$ cat src/rtl/mole_scheduler_if.sv
// Bundles the game-facing signals of the mole scheduler: button/start inputs
// from the debouncers and the display-side status outputs.
interface mole_scheduler_if #(
  parameter int NHOLES = 4
);
  logic              start;
  logic [NHOLES-1:0] btn;
  logic [NHOLES-1:0] mole;
  logic [7:0]        score;
  logic [1:0]        lives;
  logic [2:0]        level;
  logic              playing;
  logic              game_over;
  logic              tick;

  // Stimulus side: drives start/buttons, observes game state
  modport master (
    output start, btn,
    input  mole, score, lives, level, playing, game_over, tick
  );

  // Scheduler side
  modport slave (
    input  start, btn,
    output mole, score, lives, level, playing, game_over, tick
  );
endinterface

$ cat src/rtl/mole_scheduler.sv
// Whack-a-mole game sequencer: chooses the lit hole from an LFSR, times the
// visible window with a level-dependent tick, judges hits/misses and tracks
// score, lives and level. All outputs are registered.
module mole_scheduler #(
  parameter int          NHOLES         = 4,
  parameter int          TICK_BASE      = 37500000,
  parameter int          TICK_STEP      = 3750000,
  parameter int          MIN_TICKS      = 7500000,
  parameter int          HITS_PER_LEVEL = 5,
  parameter int          LIVES          = 3,
  parameter logic [15:0] SEED           = 16'hACE1
) (
  input  logic             clk1s,
  input  logic             rst,
  mole_scheduler_if.slave  bus
);

  localparam int HW = (NHOLES > 1) ? $clog2(NHOLES) : 1;

  typedef enum logic [2:0] {S_IDLE, S_PICK, S_SHOW, S_GAP, S_OVER} state_t;

  state_t            r_state;
  logic [15:0]       r_lfsr;
  logic [31:0]       r_cnt;
  logic [HW-1:0]     r_prev;
  logic [7:0]        r_hits;
  logic [7:0]        r_score;
  logic [1:0]        r_lives;
  logic [2:0]        r_level;
  logic [NHOLES-1:0] r_mole;
  logic              r_playing;
  logic              r_game_over;
  logic              r_tick;
  logic              r_start_d;
  logic              r_start_e;
  logic [NHOLES-1:0] r_btn_d;
  logic [NHOLES-1:0] r_btn_e;

  logic [31:0]       w_dec;
  logic [31:0]       w_period;
  logic              w_tick;
  logic [15:0]       w_lfsr_next;
  logic [7:0]        w_h0;
  logic [7:0]        w_hsel;
  logic [NHOLES-1:0] w_onehot;

  // Window length shrinks by TICK_STEP per level, never below MIN_TICKS;
  // the compare avoids unsigned underflow at high levels.
  always_comb begin
    w_dec = 32'(r_level) * 32'(TICK_STEP);
    if ((32'(TICK_BASE) > w_dec) && ((32'(TICK_BASE) - w_dec) > 32'(MIN_TICKS)))
      w_period = 32'(TICK_BASE) - w_dec;
    else
      w_period = 32'(MIN_TICKS);
    w_tick = (r_cnt == (w_period - 32'd1));
  end

  // Galois LFSR x^16+x^14+x^13+x^11+1 and next-hole selection (never repeats the last hole)
  always_comb begin
    w_lfsr_next = {1'b0, r_lfsr[15:1]} ^ (r_lfsr[0] ? 16'hB400 : 16'h0000);
    w_h0        = r_lfsr[7:0] % 8'(NHOLES);
    if (w_h0 == 8'(r_prev))
      w_hsel = ((w_h0 + 8'd1) == 8'(NHOLES)) ? 8'd0 : (w_h0 + 8'd1);
    else
      w_hsel = w_h0;
    w_onehot = '0;
    w_onehot[w_hsel[HW-1:0]] = 1'b1;
  end

  // Game FSM with edge detection, window counter and registered outputs
  always_ff @(posedge clk1s or posedge rst) begin
    if (rst) begin
      r_state     <= S_IDLE;
      r_lfsr      <= SEED;
      r_cnt       <= '0;
      r_prev      <= '0;
      r_hits      <= '0;
      r_score     <= '0;
      r_lives     <= '0;
      r_level     <= '0;
      r_mole      <= '0;
      r_playing   <= 1'b0;
      r_game_over <= 1'b0;
      r_tick      <= 1'b0;
      r_start_d   <= 1'b0;
      r_start_e   <= 1'b0;
      r_btn_d     <= '0;
      r_btn_e     <= '0;
    end else begin
      r_lfsr    <= w_lfsr_next;
      r_start_d <= bus.start;
      r_start_e <= bus.start & ~r_start_d;
      r_btn_d   <= bus.btn;
      r_btn_e   <= bus.btn & ~r_btn_d;
      r_tick    <= 1'b0;
      case (r_state)
        S_IDLE, S_OVER: begin
          r_mole <= '0;
          r_cnt  <= '0;
          if (r_start_e) begin
            r_state     <= S_PICK;
            r_score     <= '0;
            r_lives     <= 2'(LIVES);
            r_level     <= '0;
            r_hits      <= '0;
            r_playing   <= 1'b1;
            r_game_over <= 1'b0;
          end
        end
        S_PICK: begin
          r_prev  <= w_hsel[HW-1:0];
          r_mole  <= w_onehot;
          r_cnt   <= '0;
          r_state <= S_SHOW;
        end
        S_SHOW: begin
          if (r_btn_e[r_prev]) begin
            // A press on the lit hole wins over wrong presses and over the tick
            r_tick  <= w_tick;
            r_mole  <= '0;
            r_cnt   <= '0;
            r_state <= S_GAP;
            if (r_score != 8'hFF) r_score <= r_score + 8'd1;
            if ((r_hits + 8'd1) >= 8'(HITS_PER_LEVEL)) begin
              r_hits <= '0;
              if (r_level != 3'd7) r_level <= r_level + 3'd1;
            end else begin
              r_hits <= r_hits + 8'd1;
            end
          end else if ((|r_btn_e) || w_tick) begin
            r_tick  <= w_tick;
            r_mole  <= '0;
            r_cnt   <= '0;
            r_lives <= r_lives - 2'd1;
            if (r_lives == 2'd1) begin
              r_state     <= S_OVER;
              r_playing   <= 1'b0;
              r_game_over <= 1'b1;
            end else begin
              r_state <= S_GAP;
            end
          end else begin
            r_cnt <= r_cnt + 32'd1;
          end
        end
        S_GAP: begin
          if (w_tick) begin
            r_tick  <= 1'b1;
            r_cnt   <= '0;
            r_state <= S_PICK;
          end else begin
            r_cnt <= r_cnt + 32'd1;
          end
        end
        default: begin
          r_state <= S_IDLE;
          r_mole  <= '0;
          r_cnt   <= '0;
        end
      endcase
    end
  end

  assign bus.mole      = r_mole;
  assign bus.score     = r_score;
  assign bus.lives     = r_lives;
  assign bus.level     = r_level;
  assign bus.playing   = r_playing;
  assign bus.game_over = r_game_over;
  assign bus.tick      = r_tick;

endmodule

$ cat src/flat_wrapper.sv
// flat-port wrapper written by rule: the top's interface ports become plain ports
module mole_scheduler_flat 
#(
  parameter int          NHOLES         = 4,
  parameter int          TICK_BASE      = 37500000,
  parameter int          TICK_STEP      = 3750000,
  parameter int          MIN_TICKS      = 7500000,
  parameter int          HITS_PER_LEVEL = 5,
  parameter int          LIVES          = 3,
  parameter logic [15:0] SEED           = 16'hACE1
)
  (clk1s, rst, bus_start, bus_btn, bus_mole, bus_score, bus_lives, bus_level, bus_playing, bus_game_over, bus_tick);
  mole_scheduler_if #(.NHOLES(NHOLES)) bus_i ();
  input  logic clk1s;
  input  logic rst;
  input wire logic [$bits(bus_i.start)-1:0] bus_start;
  input wire logic [$bits(bus_i.btn)-1:0] bus_btn;
  output wire logic [$bits(bus_i.mole)-1:0] bus_mole;
  output wire logic [$bits(bus_i.score)-1:0] bus_score;
  output wire logic [$bits(bus_i.lives)-1:0] bus_lives;
  output wire logic [$bits(bus_i.level)-1:0] bus_level;
  output wire logic [$bits(bus_i.playing)-1:0] bus_playing;
  output wire logic [$bits(bus_i.game_over)-1:0] bus_game_over;
  output wire logic [$bits(bus_i.tick)-1:0] bus_tick;
  assign bus_i.start = bus_start;
  assign bus_i.btn = bus_btn;
  assign bus_mole = bus_i.mole;
  assign bus_score = bus_i.score;
  assign bus_lives = bus_i.lives;
  assign bus_level = bus_i.level;
  assign bus_playing = bus_i.playing;
  assign bus_game_over = bus_i.game_over;
  assign bus_tick = bus_i.tick;
  mole_scheduler #(.NHOLES(NHOLES), .TICK_BASE(TICK_BASE), .TICK_STEP(TICK_STEP), .MIN_TICKS(MIN_TICKS), .HITS_PER_LEVEL(HITS_PER_LEVEL), .LIVES(LIVES), .SEED(SEED)) u_core (.clk1s(clk1s), .rst(rst), .bus(bus_i));
endmodule
$ cat config.mk
export PLATFORM = sky130hd
export DESIGN_NAME = mole_scheduler_flat
export DESIGN_NICKNAME = d
export VERILOG_FILES = /design/src/rtl/mole_scheduler_if.sv /design/src/rtl/mole_scheduler.sv /design/src/flat_wrapper.sv
export SDC_FILE = /design/constraint.sdc
export NUM_CORES = 1
export LEC_CHECK = 0
export ABC_CLOCK_PERIOD_IN_PS = 4800
export CAP_MARGIN = 5
export CORE_UTILIZATION = 45
export DETAILED_ROUTE_END_ITERATION = 10
export DONT_BUFFER_PORTS = 1
export SLEW_MARGIN = 20
export SYNTH_ARGS = -nofsm -noshare
export SYNTH_HDL_FRONTEND = slang
export SYNTH_SLANG_ARGS = --single-unit
export TNS_END_PERCENT = 1
$ cat constraint.sdc
create_clock -name clk1s -period 4.8 [get_ports clk1s]
set_input_delay 0.72 -clock clk1s [delete_from_list [all_inputs] [get_ports clk1s]]
set_output_delay 0.72 -clock clk1s [all_outputs]
set_load 0.05 [all_outputs]
==> flow_summary.toml <==
[cells_and_area]
area_growth_pct = 10.29
drive_above_1_share_pct = 17.65
antenna_cells = 0
finish.instance_area_sq_mm = 0.006399
nets = 638
num-fill-cells = 1194

[min_path]
min_path_type = "input pin to asynchronous set/reset pin"

[clocking]
cts_root_buf = "clkbuf_16"
path_clk_slew_ns = 0.07
cts_sinks = 91
cts.path.max_buffers = 2
postCtsHoldBufs = 0
insertion_delay_ns = 0.34
htree_num_levels = 3
cts_resized = 0
cts_setup_buffers = 0
cts_tree = "built"
cts_buffers = 9

[global_route]
gr-total-overflow = 0
gr-usage-met3_pct = 3.347
top_usage_layer = "met2"
first_global_vias = 4287
met1_usage_pct = 26.99
grt_pass1_wl_mm = 20.91
antenna_found_initial = 0
grt_max_degree = 68
track_usage_pct = 20.13
grtUsageMet2_pct = 32.73

[synth]
ys_warn_count = 0
syn_inst = 598
ys_seq_area_share_pct = 39.42
async_flop_share_pct = 100.0
synth-edff-count = 0
syn_nets = 629
ys_seq_elements = 91
ys_types = 80
synthFlopType = "dfrtp_1"
avgSynthCellArea_sq_um = 9.702
syn-cell-area_sq_mm = 0.005802

[timing]
finalSetupTns_ns = 0
hold_viol = 0
drv_slew = 0
min_period_ns = 4.557
maxSlewHeadroom_pct = 48.11
worst_pin_slew_ns = 0.7783
rsz0062_at_grt = "true"
setup_viol_count_final = 0
skew_ns = 0.009889
fmax_mhz = 219.5
min_period_over_period_pct = 94.93

[place]
hpwlAfterDp_mm = 9.071
place_area_sq_mm = 0.006056
numPortBuffers = 0
finalWeightedCongestion = 0.8428

[floorplanning]
ios = 27
die_h_microns = 115.5
die_area_sq_mm = 0.01335
die_x_microns = 115.5
rows = 41
start_util_pct = 45.97
core_sq_mm = 0.01262

[setup_path]
regToRegStartpoint = "u_core.bus.level[1]"
required_ns = 5.07
worstPathMaxFanout = 33
cp.arrival_ns = 4.83
critPathKind = "flip-flop to flip-flop"
critPathLaunchType = "flip-flop"
critPathLaunch = "u_core.bus.level[1]"
worst_setup_path_end_kind = "flip-flop"

[status]
outcome = "complete, no violations"

[detailed_routing]
drtPass1Iterations = 4
num_vias = 4257
viasPerCell = 5.430
wirelength_mm = 12.54
drc_errors = 0
avgRoutedWirePerCell_microns = 15.99
ant_nets = 0
initialDrtViolationCount = 267

[power_and_ir_drop]
leakage_nw = 2.688
powerDensity_mw_per_mm2 = 705.6
ir_drop_v = 0.0002638

[flow_run]
max_cap_violations = 0
[worst max-delay path, stage by stage, from the launching register on]
cell and delay, ns:
dfrtp_1 0.44, fa_1 0.52, ha_1 0.16, inv_1 0.07, fa_1 0.49, nand2b_1 0.23
a31oi_2 0.33, a21oi_1 0.10, or4b_1 0.51, a21oi_2 0.27, nand2_2 0.13, or4_1 0.47
a32oi_4 0.30, o21ai_4 0.12, buf_12 0.19, nor2_2 0.13
[through the flow]
step	std cells	util [%]	power, mW	hold slack [ns]	setup WS (ns)
after floorplan	598	-	3.149	0.3312	0.03210
after global placement	768	47.96	3.693	0.3404	0.2782
after detailed placement	768	47.99	3.720	0.3418	0.1421
after CTS	784	50.35	4.451	0.3232	0.1045
after global routing	784	50.70	4.818	0.3556	-0.03851
final	784	50.70	4.515	0.3077	0.2433
[routing by layer]
layer,vias to the layer above,share of wire [%],routed length [microns]
li1,2078,-,-
met1,2102,48,6009
met2,62,47,5892
met3,15,3.5,435
met4,0,1.6,197
met5,-,0,0
[flip-flops by register name, summed over array words and instances (netlist names), 2 cells and up]
register,flops
u_core.r_cnt,32
u_core.r_lfsr,16
u_core.bus.score,8
u_core.r_hits,8
u_core.bus.mole,4
u_core.r_btn_d,4
u_core.r_btn_e,4
u_core.bus.level,3
u_core.r_state,3
u_core.bus.lives,2
u_core.r_prev,2
[report_power, final]
part	switching [mW]	total, mW	internal (mW)	leakage [nW]
sequential	0.193	1.03	0.842	1.20
combinational	1.67	2.78	1.11	1.35
clock	0.335	0.701	0.366	0.142
total	2.20	4.51	2.31	2.69
[Yosys cell counts (7+ instances only)]
| library cell | n | area share, % |
|---|---|---|
| dfrtp_1 | 83 | 36 |
| xnor2_1 | 47 | 7.1 |
| nor2_1 | 41 | 2.7 |
| nand2_1 | 40 | 2.6 |
| xor2_1 | 34 | 5.1 |
| nor2_2 | 30 | 3.2 |
| inv_1 | 26 | 1.7 |
| nand3_1 | 24 | 2.1 |
| ha_1 | 21 | 4.5 |
| a21oi_1 | 19 | 1.6 |
| o21ai_0 | 17 | 1.5 |
| and3_1 | 14 | 1.5 |
| nand2b_1 | 13 | 1.4 |
| nand4_1 | 12 | 1.3 |
| nor2b_1 | 12 | 1.3 |
| and2_1 | 11 | 1.2 |
| nor3_1 | 10 | 0.86 |
| clkbuf_1 | 8 | 0.52 |
| dfstp_2 | 8 | 3.6 |
| mux2i_1 | 8 | 1.4 |
| buf_2 | 7 | 0.60 |
| nor4_1 | 7 | 0.75 |
[final timing paths]
kind,to,slack [ns],cells after the start
worst max-delay path,u_core.r_cnt[31],0.24,15
worst min-delay path,u_core.r_start_e,0.31,1
worst max register to register,u_core.r_cnt[31],0.24,15
worst min register to register,u_core.r_lfsr[11],0.35,0
max in group asynchronous,u_core.r_lfsr[0],3.70,2
min in group clk1s,u_core.r_lfsr[11],0.35,0
[logic make-up (layout without fill, tap and decap cells)]
| kind of cell | Yosys count | after routing | share of synthesized area, % |
|---|---|---|---|
| compound gates | 93 | 93 | 12.08 |
| xor+xnor | 84 | 84 | 13.28 |
| fa+ha+maj | 24 | 24 | 5.564 |
| buf+inv | 48 | 62 | 3.838 |
| flops | 91 | 91 | 39.42 |
| mux | 13 | 13 | 2.545 |
| simple gates | 245 | 245 | 23.27 |
[layout make-up]
| cell class | instances | area [sq um] | share of cell area, % |
|---|---|---|---|
| tap | 172 | 215.2 | 3.363 |
| multi-input combinational | 459 | 3337 | 52.15 |
| clock buffer | 9 | 225.2 | 3.520 |
| inverter | 27 | 106.4 | 1.662 |
| sequential | 91 | 2287 | 35.74 |
| timing repair buffer | 19 | 155.1 | 2.425 |
| clock inverter | 7 | 72.57 | 1.134 |
[cells in the final DEF, fill, tap and decap left out, types with 6 or more instances in the layout]
master	count
a21oi_1	19
and2_1	11
and3_1	13
buf_4	18
clkbuf_16	9
dfrtp_1	83
dfstp_2	8
ha_1	21
inv_1	25
mux2i_1	8
nand2_1	40
nand2b_1	13
nand3_1	24
nand4_1	12
nor2_1	41
nor2_2	30
nor2b_1	12
nor3_1	9
nor4_1	6
o21ai_0	17
xnor2_1	47
xor2_1	34
(Power assumes the default switching activity.)
